--- src/rtl/reqack_tph_src.sv ---
// Two-phase req/ack transmitter: valid/ready FIFO front end,
// each buffered word issued downstream by toggling req.
module reqack_tph_src #(
  parameter int DWIDTH          = 1,
  parameter int DEPTH           = 2,
  parameter bit INCLUDE_CDC_ACK = 1'b0
) (
  input  logic                       clk,
  input  logic                       rst_n,
  input  logic                       i_vld,
  output logic                       i_rdy,
  input  logic [DWIDTH-1:0]          i_dat,
  output logic                       req,
  input  logic                       ack,
  output logic [DWIDTH-1:0]          o_dat,
  output logic [$clog2(DEPTH+1)-1:0] level,
  output logic                       busy,
  output logic                       proto_err
);

  localparam int AW = $clog2(DEPTH);
  localparam int LW = $clog2(DEPTH+1);
  localparam logic [LW-1:0] FULL = LW'(DEPTH);

  if ((DEPTH < 2) || (DEPTH > 16) ||
      ((DEPTH & (DEPTH - 1)) != 0)) begin : g_bad_depth
    $error("reqack_tph_src: DEPTH must be a power of 2 in 2..16");
  end

  logic          ack_i;
  logic          ack_d;
  logic [AW-1:0] wr_ptr;
  logic [AW-1:0] rd_ptr;
  logic          push;
  logic          launch;

  logic [DWIDTH-1:0] mem [DEPTH];

  if (INCLUDE_CDC_ACK) begin : g_cdc
    logic s1;
    logic s2;
    always_ff @(posedge clk or negedge rst_n) begin
      if (!rst_n) begin
        s1 <= 1'b0;
        s2 <= 1'b0;
      end else begin
        s1 <= ack;
        s2 <= s1;
      end
    end
    assign ack_i = s2;
  end else begin : g_raw
    assign ack_i = ack;
  end

  assign i_rdy  = (level != FULL);
  assign push   = i_vld & i_rdy;
  assign launch = (req == ack_i) & (level != '0);
  assign busy   = (level != '0) | (req != ack_i);

  // Storage holds no state that matters after reset, so no reset here.
  always_ff @(posedge clk) begin
    if (push) begin
      mem[wr_ptr] <= i_dat;
    end
  end

  always_ff @(posedge clk or negedge rst_n) begin
    if (!rst_n) begin
      req       <= 1'b0;
      o_dat     <= '0;
      wr_ptr    <= '0;
      rd_ptr    <= '0;
      level     <= '0;
      ack_d     <= 1'b0;
      proto_err <= 1'b0;
    end else begin
      ack_d <= ack_i;
      if ((ack_i != ack_d) && (req == ack_d)) begin
        proto_err <= 1'b1;
      end
      if (push) begin
        wr_ptr <= wr_ptr + AW'(1);
      end
      if (launch) begin
        req    <= ~req;
        o_dat  <= mem[rd_ptr];
        rd_ptr <= rd_ptr + AW'(1);
      end
      unique case (1'b1)
        push & ~launch: level <= level + LW'(1);
        ~push & launch: level <= level - LW'(1);
        default:        level <= level;
      endcase
    end
  end

endmodule
--- config.mk ---
export PLATFORM = sky130hd
export DESIGN_NAME = reqack_tph_src
export DESIGN_NICKNAME = d
export VERILOG_FILES = /design/src/rtl/reqack_tph_src.sv
export SDC_FILE = /design/constraint.sdc
export NUM_CORES = 1
export LEC_CHECK = 0
export CORE_AREA = 5 5 42 44
export DETAILED_ROUTE_END_ITERATION = 8
export DIE_AREA = 0 0 47 49
export PLACE_DENSITY_LB_ADDON = 0.15
export SLEW_MARGIN = 20
export SYNTH_ARGS = -nofsm -noshare
export SYNTH_HDL_FRONTEND = slang
export SYNTH_SLANG_ARGS = --single-unit
--- constraint.sdc ---
create_clock -name clk -period 1.8 [get_ports clk]
set_input_delay 0.54 -clock clk [delete_from_list [all_inputs] [get_ports clk]]
set_output_delay 0.54 -clock clk [all_outputs]
set_load 0.01 [all_outputs]
==> qor.yml <==
setup_viol: 0
antenna_found_initial: 0
num_vias: 322
track_usage: 0.08708
dp.final_hpwl_um: 598.1
syn_area_um2: 425.4
maxSlewHeadroom: 0.7527
io_buffers: 11
postRouteAntennaNets: 0
seq_area_frac_synth: 0.6118
r2r-start: "req$_DFFE_PN0P_"
clk_latency_ns: 0.26
seqPwrFrac: 0.323
critPathMaxFanout: 2
clock.fmax_ghz: 0.5673
dp_worst_setup_slack_ns: -0.6188
cpPeakStageDelay_ns: 0.20
yosysTopAreaCell: "dfrtp_1"
ys_types: 16
areaGrowthSynthToFinish_pct: 57.94
crit_arrival_ns: 1.91
crit_path_frequent_cell: "buf_4"
power_frac_comb: 0.547
cp_num_buf_inv: 4
first_iter_violations: 5
pwr-share-clk: 0.130
intPower_uw: 820.0
synth_edf_count: 2
r2r-end: "level[1]$_DFFE_PN0P_"
synthFlopType: "dfrtp_1"
hp-start: "proto_err$_DFFE_PN0P_"
crit_type: "input port to register"
status: "finished clean"
synth_common_cells: "dfrtp_1, xnor2_1, xor2_1"
hold_violations: 0
cpMaxStageDelayCell: "clkdlybuf4s15_1"
firstDrtPassIters: 2
die_h_um: 49
routed_wl_um: 819
synthArstFlopShare: 0.8000
hold_path_depth: 1
hp-class: "register to register"
yosysTopAreaCellShare: 0.4706
core-area_um2: 1401
grt_pass1_vias: 360
skew_ns: 0.005378
worstPathCellList: "clkdlybuf4s15_1 > xor2_1 > buf_4 > buf_4 > buf_4 > nor2_4 > ha_2 > xnor2_2 > nor2_2 > xor2_1"
worst_ir_drop_vdd_uv: 964.7
tns_ns: 0
die-area_um2: 2303
finalCritPeriodShare: 0.9793
reg2regPathDepth: 9
cts_root_buf: "clkbuf_4"
vias_per_cell: 4.411
crit_path_end_kind: "register"
n_antenna_cell: 0
finalNetCount: 64
synthCells: 32
synth.most_common_cell: "dfrtp_1"
grt_pass1_wl_mm: 1.414
finalWeightedCongestion: 0.6782
cts.sinks: 10
max-cap-violations: 0
die_x_um: 47
ioPinCount: 12
cts_made_buffers: 3
drv_slew: 0
synth_area_per_cell_um2: 13.29
power_density_nw_per_um2: 1819
drcViolationCount: 0
yosysWarnings: 0
grt_max_degree: 9
layout_setup_ws_ns: 0.03724
holdPathEnd: "proto_err$_DFFE_PN0P_"
layout-drive-gt1-share: 0.3860
clk_pin_slew_ns: 0.06
cts_tree: "built"
worst_pin_slew_ns: 0.3699
start_kind: "input port"
required_ns: 1.94
reg2reg_slack_ns: 0.15
netSwitchingPower_uw: 401.9
syn-num-nets: 38
ys_seq_elements: 10
synth.top_cells.by_area: "dfrtp_1, edfxtp_1, xnor2_1"
htree_levels: 1
ctsLongestPathBuffers: 2
fin_crit_ns: 1.763
wl_per_cell_um: 11.22
start_util: 0.3036
rows: 14
leakage_uw: 0.0003027
crit_family: "buffers and inverters"
switching_share: 0.3289
grt_overflow_total: 0
[how the worst max path moves through the flow]
stage | start | to | depth (start not counted)
5_1_grt | ack | busy | 4
4_1_cts | ack | level[1]$_DFFE_PN0P_ | 9
2_1_floorplan | ack | level[1]$_DFFE_PN0P_ | 5
6_report | ack | level[1]$_DFFE_PN0P_ | 10
3_5_place_dp | ack | busy | 4
3_3_place_gp | ack | busy | 4
[cell type report]
type	instances	area, um^2
Clock buffer	4	26.28
Fill cell	142	729.5
Sequential cell	10	261.5
Tap cell	16	20.02
Timing Repair Buffer	21	181.4
Multi-Input combinational cell	22	182.7
[logic make-up (layout without fill, tap and decap cells)]
group / count (synthesis) / count (layout) / share of synthesized area
AND/OR/NAND/NOR: 12 / 12 / 0.1618
adder cells (fa/ha/maj): 1 / 1 / 0.02941
multiplexers: 2 / 2 / 0.06175
flip-flops: 10 / 10 / 0.6118
AO/OA/AOI/OAI: 1 / 1 / 0.01175
XOR/XNOR: 6 / 6 / 0.1236
buffers and inverters: 0 / 25 / 0
[per-layer routing]
layer / vias up / wire length [um] / global-route usage / part of all wire
li1: 158 / - / - / -
met1: 155 / 297 / 0.09404 / 0.36
met4: 0 / 0 / 0.05530 / 0
met3: 0 / 71 / 0.03321 / 0.087
met2: 9 / 449 / 0.1357 / 0.55
met5: - / 0 / 0 / 0
[power by group through the flow]
stage	registers, uW	logic (uW)	clock network [uW]
6_report	395	668	158
5_1_grt	407	736	181
3_5_place_dp	401	569	0
4_1_cts	393	621	164
3_3_place_gp	392	559	0
2_1_floorplan	414	278	0
[cell usage in the layout (no fill, tap or decap), drive strengths merged, types with 2 or more instances in the layout]
cell / instances
dfrtp: 8
buf: 11
edfxtp: 2
clkbuf: 4
clkdlybuf4s15: 2
nand2: 2
xor2: 3
mux2: 2
nand2b: 2
clkdlybuf4s50: 6
xnor2: 3
nor2: 4
[timing repair]
action                                  CTS  global route
hold buffers                              0             0
pin swaps                                 2             3
gates resized for setup                   8             7
hold endpoints to repair                  0             0
endpoints found under the setup margin    6             4
setup buffers                             4             0
[worst register-to-register path: stages (launching register included)]
cell     delay [ns]
dfrtp_1        0.40
xor2_1         0.16
buf_4          0.14
buf_4          0.12
buf_4          0.13
nor2_4         0.09
ha_2           0.20
xnor2_2        0.11
nor2_2         0.06
xor2_1         0.15
[registers in the layout (all words and copies together) (netlist names)]
| register | count |
|---|---|
| level | 2 |
| mem | 2 |
| ack_d | 1 |
| o_dat | 1 |
| proto_err | 1 |
| rd_ptr | 1 |
| req | 1 |
| wr_ptr | 1 |
[per-stage QoR]
stage          cells  instance area [um^2]  hold slack (ns)  total power [uW]    util
2_1_floorplan     32                 425.4           0.2444             691.8       -
3_3_place_gp      65                 600.6           0.4545             950.8  0.4286
3_5_place_dp      65                 600.6           0.4670             969.7  0.4286
4_1_cts           73                 649.4           0.4844              1177  0.4634
5_1_grt           73                 671.9           0.4957              1323  0.4795
6_report          73                 671.9           0.4769              1222  0.4795
Note: power is estimated with default switching activity, not from simulation.
